==> config.mk <==
export PLATFORM = sky130hd
export DESIGN_NAME = pipe_ctrl_n
export DESIGN_NICKNAME = d
export VERILOG_FILES = /design/src/rtl/pipe_ctrl_n_pkg.sv /design/src/rtl/pipe_ctrl_n_wdog.sv /design/src/rtl/pipe_ctrl_n.sv
export SDC_FILE = /design/constraint.sdc
export NUM_CORES = 1
export LEC_CHECK = 0
export ABC_CLOCK_PERIOD_IN_PS = 2850
export BUFFER_PORTS_ARGS = -buffer_cell sky130_fd_sc_hd__buf_2
export CAP_MARGIN = 20
export CORE_ASPECT_RATIO = 1.5
export CORE_MARGIN = 3
export CORE_UTILIZATION = 45
export DETAILED_ROUTE_END_ITERATION = 7
export GPL_TIMING_DRIVEN = 0
export MAX_ROUTING_LAYER = met4
export PLACE_DENSITY = 0.79
export SLEW_MARGIN = 20
export SYNTH_ARGS = -nofsm -noshare
export SYNTH_HDL_FRONTEND = slang
export SYNTH_SLANG_ARGS = --single-unit
export TNS_END_PERCENT = 100
==> constraint.sdc <==
create_clock -name clk -period 2.85 [get_ports clk]
set_clock_uncertainty 0.05 [all_clocks]
set_input_delay 0.57 -clock clk [delete_from_list [all_inputs] [get_ports clk]]
set_output_delay 0.57 -clock clk [all_outputs]
set_load 0.01 [all_outputs]
==> src/rtl/pipe_ctrl_n_pkg.sv <==
// ---------------------------------------------------------------------------
// pipe_ctrl_n_pkg
//   Shared definitions for the pipeline control unit: default stall bus
//   width, the control FSM state encoding and the pipeline stage indices.
//   No ports (package).
// ---------------------------------------------------------------------------
package pipe_ctrl_n_pkg;

    // Default number of pipeline stages (PC/IF .. WB).
    localparam int unsigned NSTAGE_DEF = 6;

    // One bit per stage; bit 0 is the front of the pipe.
    typedef logic [NSTAGE_DEF-1:0] stall_bus_t;

    // Control FSM: normal operation or the single-cycle flush/redirect.
    typedef enum logic [0:0] {
        CTRL_IDLE  = 1'b0,
        CTRL_FLUSH = 1'b1
    } ctrl_state_e;

    // Stage index constants for the default six-stage core.
    localparam int unsigned ST_PC  = 0;
    localparam int unsigned ST_IF  = 1;
    localparam int unsigned ST_ID  = 2;
    localparam int unsigned ST_EX  = 3;
    localparam int unsigned ST_MEM = 4;
    localparam int unsigned ST_WB  = 5;

endpackage

==> src/rtl/pipe_ctrl_n_wdog.sv <==
// ---------------------------------------------------------------------------
// pipe_ctrl_n_wdog
//   Consecutive-stall watchdog. Counts cycles in which the front of the pipe
//   is frozen while the controller is idle; saturates at all-ones and clears
//   on any cycle that is not counted. A sticky timeout flag rises on the
//   edge where the count reaches LIMIT and only reset clears it.
// Ports
//   clk      in   1        clock
//   rst      in   1        asynchronous, active-low reset
//   inc      in   1        this cycle counts as a stalled cycle
//   count    out  WDOG_W   current consecutive-stall count
//   timeout  out  1        sticky watchdog flag
// ---------------------------------------------------------------------------
module pipe_ctrl_n_wdog #(
    parameter int unsigned        WDOG_W = 16,
    parameter logic [WDOG_W-1:0]  LIMIT  = '1
) (
    input  logic              clk,
    input  logic              rst,
    input  logic              inc,
    output logic [WDOG_W-1:0] count,
    output logic              timeout
);

    logic [WDOG_W-1:0] cnt_q;
    logic [WDOG_W-1:0] cnt_nxt;
    logic              timeout_q;

    always_comb begin
        cnt_nxt = '0;
        if (inc) begin
            cnt_nxt = (cnt_q == '1) ? cnt_q : cnt_q + 1'b1;
        end
    end

    // The flag is set on the same edge the counter lands on LIMIT, so it is
    // visible right after the LIMIT-th stalled cycle.
    always_ff @(posedge clk or negedge rst) begin
        if (!rst) begin
            cnt_q     <= '0;
            timeout_q <= 1'b0;
        end else begin
            cnt_q <= cnt_nxt;
            if (inc && (cnt_nxt == LIMIT)) begin
                timeout_q <= 1'b1;
            end
        end
    end

    assign count   = cnt_q;
    assign timeout = timeout_q;

endmodule

==> src/rtl/pipe_ctrl_n.sv <==
// ---------------------------------------------------------------------------
// pipe_ctrl_n
//   Pipeline control unit for the N-stage core. Turns per-stage stall
//   requests into a thermometer stall vector plus bubble markers, sequences
//   a one-cycle whole-pipe flush with a registered redirect PC, and runs a
//   consecutive-stall watchdog.
// Ports
//   clk            in   1         core clock
//   rst            in   1         asynchronous, active-low reset
//   stall_req      in   NSTAGE    bit k: stage k freezes stages 0..k
//   flush_req      in   1         exception/eret flush request
//   flush_pc       in   PC_W      redirect target, sampled with flush_req
//   stall          out  NSTAGE    stage holds its register
//   bubble         out  NSTAGE    stage loads a NOP
//   flush          out  NSTAGE    stage clears its register
//   new_pc_valid   out  1         IF must load new_pc this cycle
//   new_pc         out  PC_W      redirect PC
//   wdog_timeout   out  1         sticky stall watchdog flag
//   dbg_state      out  1         control FSM state (0 idle, 1 flush)
//   perf_stall_cyc out  32        cycles with stall[0] set   (PIPE_CTRL_PERF_EN)
//   perf_flush_cnt out  32        flush cycles               (PIPE_CTRL_PERF_EN)
// Configuration
//   PIPE_CTRL_PERF_EN : adds the two wrapping performance counters.
// Handshake
//   No valid/ready pairs: stall/bubble are level outputs valid in the cycle
//   they are driven; new_pc is meaningful only while new_pc_valid is high.
// ---------------------------------------------------------------------------
module pipe_ctrl_n
    import pipe_ctrl_n_pkg::*;
#(
    parameter int unsigned        NSTAGE     = NSTAGE_DEF,
    parameter int unsigned        PC_W       = 32,
    parameter int unsigned        WDOG_W     = 16,
    parameter logic [WDOG_W-1:0]  WDOG_LIMIT = 16'hFFFF
) (
    input  logic              clk,
    input  logic              rst,
    input  logic [NSTAGE-1:0] stall_req,
    input  logic              flush_req,
    input  logic [PC_W-1:0]   flush_pc,
    output logic [NSTAGE-1:0] stall,
    output logic [NSTAGE-1:0] bubble,
    output logic [NSTAGE-1:0] flush,
    output logic              new_pc_valid,
    output logic [PC_W-1:0]   new_pc,
    output logic              wdog_timeout,
`ifdef PIPE_CTRL_PERF_EN
    output logic [31:0]       perf_stall_cyc,
    output logic [31:0]       perf_flush_cnt,
`endif
    output logic              dbg_state
);

    ctrl_state_e       state_q, state_d;
    logic [PC_W-1:0]   new_pc_q, new_pc_d;
    logic [NSTAGE-1:0] stall_therm;
    logic [NSTAGE-1:0] stall_v;
    logic [NSTAGE-1:0] bubble_v;
    logic [WDOG_W-1:0] wdog_count;
    logic              wdog_inc;

    // Thermometer: stage i is frozen if any stage at or downstream of i asks.
    always_comb begin
        stall_therm = '0;
        for (int i = 0; i < NSTAGE; i++) begin
            stall_therm[i] = |(stall_req >> i);
        end
    end

    // A flush overrides every stall; bubbles mark the first un-stalled stage
    // behind a frozen one.
    always_comb begin
        stall_v  = (state_q == CTRL_FLUSH) ? '0 : stall_therm;
        bubble_v = '0;
        for (int i = 1; i < NSTAGE; i++) begin
            bubble_v[i] = stall_v[i-1] & ~stall_v[i];
        end
    end

    // Control FSM, next state and redirect capture.
    always_comb begin
        state_d  = state_q;
        new_pc_d = new_pc_q;
        case (state_q)
            CTRL_IDLE: begin
                if (flush_req) begin
                    state_d  = CTRL_FLUSH;
                    new_pc_d = flush_pc;
                end
            end
            CTRL_FLUSH: begin
                if (flush_req) begin
                    state_d  = CTRL_FLUSH;
                    new_pc_d = flush_pc;
                end else begin
                    state_d  = CTRL_IDLE;
                end
            end
            default: begin
                state_d = CTRL_IDLE;
            end
        endcase
    end

    always_ff @(posedge clk or negedge rst) begin
        if (!rst) begin
            state_q  <= CTRL_IDLE;
            new_pc_q <= '0;
        end else begin
            state_q  <= state_d;
            new_pc_q <= new_pc_d;
        end
    end

    // Flush outputs decode straight from the state register so an
    // asynchronous reset removes them without waiting for a clock edge.
    assign flush        = (state_q == CTRL_FLUSH) ? '1 : '0;
    assign new_pc_valid = (state_q == CTRL_FLUSH);
    assign new_pc       = new_pc_q;
    assign stall        = stall_v;
    assign bubble       = bubble_v;
    assign dbg_state    = state_q;

    // FLUSH cycles force stall[0] low, so this also clears the count there.
    assign wdog_inc = (state_q == CTRL_IDLE) & stall_therm[0];

    pipe_ctrl_n_wdog #(
        .WDOG_W (WDOG_W),
        .LIMIT  (WDOG_LIMIT)
    ) u_wdog (
        .clk     (clk),
        .rst     (rst),
        .inc     (wdog_inc),
        .count   (wdog_count),
        .timeout (wdog_timeout)
    );

`ifdef PIPE_CTRL_PERF_EN
    logic [31:0] perf_stall_q;
    logic [31:0] perf_flush_q;

    always_ff @(posedge clk or negedge rst) begin
        if (!rst) begin
            perf_stall_q <= '0;
            perf_flush_q <= '0;
        end else begin
            if (stall_v[0]) begin
                perf_stall_q <= perf_stall_q + 32'd1;
            end
            if (state_q == CTRL_FLUSH) begin
                perf_flush_q <= perf_flush_q + 32'd1;
            end
        end
    end

    assign perf_stall_cyc = perf_stall_q;
    assign perf_flush_cnt = perf_flush_q;
`endif

    // The count is kept internal; only the sticky flag leaves the block.
    logic unused_wdog;
    assign unused_wdog = ^wdog_count;

endmodule
# After elaboration in Yosys (flattened, before gate mapping)
# Cells that the tools add are included.
# totals
register_bits	50
wordCells	31
# classes
add_sub_neg	1
n_eq_ne	2
mux	6
n_bitwise	12
reduce_logical	6
# ops
operator	n
$eq A16 B16 Y1 const B	2
$mux W16	2
$mux W32	1
$add A16 B1 Y16 const B	1
$mux W6	2
$and A1 B1 Y1	6
$not A1 Y1	6
$reduce_or A6 Y1	1
$reduce_or A5 Y1	1
$reduce_or A4 Y1	1
$reduce_or A3 Y1	1
$reduce_or A2 Y1	1
$logic_and A1 B1 Y1	1
$mux W1	1

# Longest topological paths before layout
# Gate-level depths: netlist of the first run.
# logic_depth
ltp_word	5
depth_mapped	8

# By module
# A second synthesis of the first run with hierarchy kept.
# hier_totals
hier_cells	200
area_unflattened_um2	2549.9
# modules_own_cells
module	n_inst	cells_each	area_each_um2	seq_area_each_um2
pipe_ctrl_n	1	97	1545.2	825.8
pipe_ctrl_n_wdog	1	103	1004.7	425.4

# Least setup slack after synthesis of the first run
# No wires, ideal clock.
# synth_timing
path_type	input port to output port
startpoint	input port stall_req[2]
endpoint	output port stall[0]
arrival_ps	1828
path_slack_ps	402
stages	6
n_path_buf	2
path_cell_list	or4_1 -> nor3_1 -> or2_1 -> buf_2 -> buf_2 -> inv_1
# synth_via
elab_chain_len	2
# synth_rtl
item	line	text
start: declaration	pipe_ctrl_n.sv:38	input logic [NSTAGE-1:0] stall_req,
$reduce_or A6 Y1	pipe_ctrl_n.sv:66	stall_therm[i] = |(stall_req >> i);
$mux W6	pipe_ctrl_n.sv:73	stall_v = (state_q == CTRL_FLUSH) ? '0 : stall_therm;
end: declaration	pipe_ctrl_n.sv:41	output logic [NSTAGE-1:0] stall,
# Every way passes these cells.

# Final worst setup path of the first run
# Same ends and word-level chain as after synthesis.

==> out/results.ini, run 1 <==
[status]
status=completed

[timing]
hold_viol_final=0
max_freq_mhz=374
setup_violations=0
period_minus_slack_ns=2.67
layout_setup_ws_ns=0.177
tightest_slew_ns=0.606
rsz0062_at_grt=no
slew_violations=0
setup_tns_ns=0
fin_crit_sh_pct=93.8
maxSlewHeadroom_pct=59.6

[worst_setup_path]
crit_type=input pin to output port
worstPathMaxFanout=19
worstSetupEndpointType=output port
r2r_setup_slack_ns=0.51
cpMostUsedCell=buf_2
crit_chain=buf_2, or4_1, nor3_1, or2_1, buf_2, inv_1, buf_2
r2r_cells=5
critPathRequiredTime_ns=2.23
startpoint_type=input pin
cp_num_cells=7
r2r_end=u_wdog.timeout$_DFFE_PN0P_
crit_buf_inv=4
slowest_delay_ns=0.61
reg2reg_from=u_wdog.count[2]$_DFF_PN0_
slowest_stage=or4_1
critPathTopFamily=simple AND/OR/NAND/NOR gates
cp.arrival_ns=2.05

[routing]
wire_per_inst_microns=13.3
drtAntennaViolNets=0
drt-initial-drc-count=24
route.detailed.drc=0
drt-total-wl_microns=4920
drtPass1Iterations=4
via_per_inst=5.09
dr_total_vias=1877

[yosys]
syn_area_sq_mm=0.00236
synth_edf_count=0
synthFlopType=dfrtp_1
synth_most_common_cell=dfrtp_1
synth_nets=246
synth_area_leaders=dfrtp_1 (53%), mux2_2 (15%), nor2_1 (3.0%), buf_4 (2.5%), and4_1 (1.9%)
synth_area_per_cell_sq_um=11.6
synth_top_area_share_pct=53.0
yosysTopAreaCell=dfrtp_1
synth_common_cells=dfrtp_1 (50), mux2_2 (32), nor2_1 (19)
ys_ff_latch=50
ys_async_sr_fraction_pct=100
yosysSeqAreaShare_pct=53.0
ys_types=40
yosys_warnings=0
syn_inst=204

[clock_tree]
clk_pin_slew_worst_paths_ns=0.08
post_cts_buffers=0
cts_made_buffers=5
cts_tree=yes
cts.repair.resized=0
htreeDepth=2
clockRootBuffer=clkbuf_8
clock_sinks=50
holdBufCountCts=0
clock_path_buffers=2
clk_latency_ns=0.30

[placed_design]
routabilityCongestion=0.858
place_ws_ns=0.0373
post_dp_cell_area_sq_mm=0.00290
port_buffers=92
hpwl_microns=3810

[grt]
grt_pass1_wl_microns=8230
grt_start_max_net_pins=51
grt_overflow=0
grt_pass1_vias=1871
grt.total_usage_pct=17.9
grt_antenna_before_repair=0

[pwr]
p_per_area_mw_per_mm2=471
ir_drop_v=0.000406
p_leak_nw=1.46

[floorplanning]
dieArea_sq_mm=0.00617
chipWidth_microns=65.1
start_util_pct=47.5
num_rows=31
dieHeight_microns=94.7
fp.coreArea_sq_mm=0.00496
ios=94

[finish]
area_growth_pct=26.6
diodes=0
drive_gt1_share_pct=48.2
postLayoutCellArea_sq_mm=0.00299
final_nets=344
n_fill_cell=474

[job]
maxCapViolCount=0

[hold_path]
hp-class=input pin to asynchronous set/reset pin

[area by class of cell]
class                   instances  area, sq um  share of cell area [%]
repair buffers                 92          463                    15.5
clock inverters                 2         13.8                   0.461
plain buffers                  18          109                    3.64
well taps                      66         82.6                    2.76
flip-flops and latches         50         1250                    41.9
multi-input cells             133          987                    33.1
clock buffers                   6         72.6                    2.43
inverters                       2         7.51                   0.251
[cells in the final DEF, fill, tap and decap left out, types with 6 or more instances in the layout]
master,instances
a21oi_1,6
buf_2,94
buf_4,9
nand2_1,8
nand4_1,6
nor3_1,8
nor2_1,19
mux2_2,32
dfrtp_1,50
[metrics by stage]
step | power, mW | hold WS (ns) | std cells | util (%)
floorplan | 0.913 | 0.224 | 204 | -
global placement | 1.02 | 0.409 | 362 | 58.5
detailed placement | 1.03 | 0.417 | 362 | 58.5
CTS | 1.43 | 0.330 | 370 | 60.2
global route | 1.49 | 0.261 | 369 | 60.2
finish | 1.41 | 0.219 | 369 | 60.2
[worst reg2reg max path: stages (launching register included)]
cell     delay (ns)
dfrtp_1        0.45
nand4_1        0.40
or4_4          0.62
mux2i_1        0.15
nor4_1         0.39
a41o_1         0.22
[cells by family (layout without fill, tap and decap cells)]
kind of cell / count (synthesis) / count (layout) / share of synthesized area (%)
other: 1 / 1 / 0.159
muxes: 35 / 35 / 16.5
and+or+nand+nor: 73 / 73 / 17.4
DFF: 50 / 50 / 53.0
buffers and inverters: 21 / 120 / 5.14
xor gates and xnor gates: 9 / 9 / 3.34
AOI/OAI and AO/OA: 14 / 14 / 3.82
adders and majority gates: 1 / 1 / 0.530
[routing by layer]
metal | GRT usage, % | up-vias | routed length [microns]
met2 | 33.4 | 62 | 2680
met5 | - | - | 0
met3 | 3.21 | 9 | 303
met1 | 17.8 | 900 | 1830
met4 | 7.79 | 0 | 114
li1 | - | 906 | -
[sequential cells by signal, summed over array words and instances, names as in the netlist]
| signal | flops |
|---|---|
| dbg_state | 1 |
| new_pc | 32 |
| u_wdog.count | 16 |
| u_wdog.timeout | 1 |
[power breakdown]
part           switching, mW  total, mW  leakage, nW  internal [mW]
clock network          0.222      0.395       0.0452          0.173
registers             0.0276      0.786        0.621          0.759
logic                  0.110      0.225        0.796          0.115
total                  0.359       1.41         1.46           1.05
[worst max-delay path by stage]
stage | start | to | slack [ns]
6_report | stall_req[2] | stall[0] | 0.18
5_1_grt | stall_req[2] | stall[0] | 0.04
4_1_cts | stall_req[3] | stall[0] | 0.03
3_5_place_dp | stall_req[2] | stall[0] | 0.04
3_3_place_gp | stall_req[2] | stall[0] | 0.03
2_1_floorplan | stall_req[2] | stall[0] | 0.40
Power figures use the tool's default switching activity.
==> inputs of run 2 (changes only) <==
--- a/config.mk
+++ b/config.mk
@@ -5,16 +5,16 @@
 export SDC_FILE = /design/constraint.sdc
 export NUM_CORES = 1
 export LEC_CHECK = 0
-export ABC_CLOCK_PERIOD_IN_PS = 2850
-export BUFFER_PORTS_ARGS = -buffer_cell sky130_fd_sc_hd__buf_2
+export ABC_CLOCK_PERIOD_IN_PS = 3100
 export CAP_MARGIN = 20
 export CORE_ASPECT_RATIO = 1.5
 export CORE_MARGIN = 3
 export CORE_UTILIZATION = 45
 export DETAILED_ROUTE_END_ITERATION = 7
+export DONT_BUFFER_PORTS = 1
 export GPL_TIMING_DRIVEN = 0
 export MAX_ROUTING_LAYER = met4
-export PLACE_DENSITY = 0.79
+export PLACE_DENSITY = 0.64
 export SLEW_MARGIN = 20
 export SYNTH_ARGS = -nofsm -noshare
 export SYNTH_HDL_FRONTEND = slang
==> constraint.sdc (replaced) <==
create_clock -name clk -period 3.1 [get_ports clk]
set_clock_uncertainty 0.05 [all_clocks]
set_input_delay 0.62 -clock clk [delete_from_list [all_inputs] [get_ports clk]]
set_output_delay 0.62 -clock clk [all_outputs]
set_load 0.01 [all_outputs]
==> run 2 against run 1 <==
  * First-iteration DRC count grew 83%
  * Clock power barely moved
  * Hold slack worse by 0.11 ns
  * Sequential share of layout area increased by 6.9 points
  * Die area unchanged
  * Highest routed layer unchanged
  * Largest cell class unchanged
==> out/results.ini, run 2 (synthesis results as in run 1) <==
[grt]
grt_overflow=0  ; unchanged
grt.total_usage_pct=15.7  ; was 17.9%
grt_start_max_net_pins=51  ; unchanged
grt_pass1_vias=1526  ; was 1871
grt_pass1_wl_microns=7260  ; was 8230 microns
grt_antenna_before_repair=0  ; unchanged

[placed_design]
place_ws_ns=0.364  ; was 0.0373 ns
routabilityCongestion=0.797  ; was 0.858
port_buffers=0  ; was 92
hpwl_microns=3270  ; was 3810 microns

[pwr]
p_sw_mw=0.322  ; was 0.359 mW
pwr-share-seq_pct=59.8  ; was 55.9%
p_per_area_mw_per_mm2=491  ; was 471 mW/mm^2
clock_power_share_pct=31.6  ; was 28.1%
pwr-share-comb_pct=8.6  ; was 16.0%
p_int_mw=0.939  ; was 1.05 mW
swShare_pct=25.5  ; was 25.6%
ir_drop_v=0.000261  ; was 0.000406 V
p_leak_nw=1.11  ; was 1.46 nW

[clock_tree]
clk_pin_slew_worst_paths_ns=0.09  ; was 0.08 ns
htreeDepth=2  ; unchanged
clk_latency_ns=0.30  ; about the same
clock_path_buffers=2  ; unchanged
clockRootBuffer=clkbuf_8  ; unchanged
cts.repair.resized=0  ; unchanged
cts_made_buffers=5  ; unchanged
post_cts_buffers=0  ; unchanged
clock_sinks=50  ; unchanged
cts_tree=yes  ; unchanged

[finish]
final_nets=254  ; was 344
diodes=0  ; unchanged
largest_reg_flops=32  ; unchanged
fin_util_pct=51.7  ; was 60.2%
drive_gt1_share_pct=26.3  ; was 48.2%
n_fill_cell=458  ; was 474
multiInputGateArea_sq_um=987  ; unchanged
mostFrequentLayoutCells=dfrtp_1 (50), mux2_2 (32), nor2_1 (19)  ; was buf_2 (94), dfrtp_1 (50), mux2_2 (32)
layout_commonest_cell=dfrtp_1  ; was buf_2
area_growth_pct=8.70  ; was 26.6%
seqCellArea_sq_mm=0.00125  ; unchanged

[floorplanning]
dieArea_sq_mm=0.00617  ; unchanged
num_rows=31  ; unchanged
ios=94  ; unchanged
fp.coreArea_sq_mm=0.00496  ; unchanged
dieHeight_microns=94.7  ; unchanged
start_util_pct=47.5  ; unchanged
chipWidth_microns=65.1  ; unchanged

[routing]
via_per_inst=5.54  ; was 5.09
dr_total_vias=1547  ; was 1877
drtPass1Iterations=4  ; unchanged
drtAntennaViolNets=0  ; unchanged
route.detailed.drc=0  ; unchanged
wire_per_inst_microns=16.2  ; was 13.3 microns
drt-initial-drc-count=44  ; was 24
drt-total-wl_microns=4510  ; was 4920 microns

[timing]
slew_violations=0  ; unchanged
setup_tns_ns=0  ; unchanged
setup_violations=0  ; unchanged
max_freq_mhz=367
hold_viol_final=0  ; unchanged
period_minus_slack_ns=2.73
layout_setup_ws_ns=0.374  ; was 0.177 ns
fin_crit_sh_pct=87.9
rsz0062_at_grt=no  ; unchanged
tightest_slew_ns=0.564  ; was 0.606 ns
maxSlewHeadroom_pct=61.8  ; was 59.6%

[worst_setup_path]
worstPathMaxFanout=10  ; was 19
crit_chain=or4_1, nor3_1, or2_1, buf_2, buf_2, inv_1  ; was buf_2, or4_1, nor3_1, or2_1, buf_2, inv_1, buf_2
crit_type=input pin to output port  ; unchanged
slowest_delay_ns=0.59  ; was 0.61 ns
slowest_stage=or4_1  ; unchanged
startpoint_type=input pin  ; unchanged
critPathRequiredTime_ns=2.43  ; was 2.23 ns
worstSetupEndpointType=output port  ; unchanged
cp.arrival_ns=2.06  ; was 2.05 ns
cpMostUsedCell=buf_2  ; unchanged

[hold_path]
hp-class=input pin to asynchronous set/reset pin  ; unchanged

[status]
status=completed  ; unchanged

[job]
maxCapViolCount=0  ; unchanged

run 2: cell count changes in the layout (fill, tap and decap cells not counted), sizes merged:
cell,delta
buf,-90
clkinv,-2
clkbuf,+1
inv,+1
run 2: timing repair:
| item | in CTS | in global routing |
|---|---|---|
| hold buffers | 1 | 0 |
| endpoints found under the setup margin | 0 | 0 |
| hold endpoints to repair | 50 | 0 |
run 2: worst paths after layout:
| check | start | end | slack (ns) | cells after the start |
|---|---|---|---|---|
| worst max-delay path | stall_req[2] | stall[0] | 0.37 | 6 |
| worst min-delay path | rst | dbg_state$_DFF_PN0_ | 0.11 | 1 |
| worst max register to register | u_wdog.count[2]$_DFF_PN0_ | u_wdog.timeout$_DFFE_PN0P_ | 0.81 | 5 |
| worst min register to register | u_wdog.timeout$_DFFE_PN0P_ | u_wdog.timeout$_DFFE_PN0P_ | 0.52 | 1 |
| max in group asynchronous | rst | new_pc[1]$_DFFE_PN0P_ | 2.67 | 1 |
| min in group clk | flush_req | dbg_state$_DFF_PN0_ | 0.29 | 0 |
run 2: power groups by stage:
stage,registers [mW],logic (mW),clock network (mW)
detailed placement,0.767,0.0953,0
global placement,0.768,0.0916,0
CTS,0.756,0.111,0.419
global route,0.761,0.121,0.441
finish,0.754,0.108,0.398
floorplan,0.757,0.0828,0
run 2: area by class of cell:
type | count | share of cell area, %
clock buffers | 7 | 3.37
inverters | 2 | 0.293
well taps | 66 | 3.22
flip-flops and latches | 50 | 48.8
clock inverters | 1 | 0.341
repair buffers | 1 | 1.07
plain buffers | 19 | 4.44
multi-input cells | 133 | 38.5
run 2: critical path: cells and delay by family:
family	cells	cell delay, ns
buffers and inverters	3	0.59
AND/OR/NAND/NOR	3	0.84
run 2: stage by stage:
stage	power, mW	hold slack, ns	instance area (sq um)	instances
detailed placement	0.862	0.276	2440	270
global placement	0.859	0.276	2440	270
CTS	1.29	0.116	2560	279
finish	1.26	0.106	2560	279
floorplan	0.839	0.274	2360	204
global route	1.32	0.110	2560	279
run 2: layer usage:
metal  global-route usage, %  routed length [microns]
met5                       -                        0
met4                    5.71                       70
met3                    3.33                      370
met2                    27.1                     2210
met1                    17.8                     1870
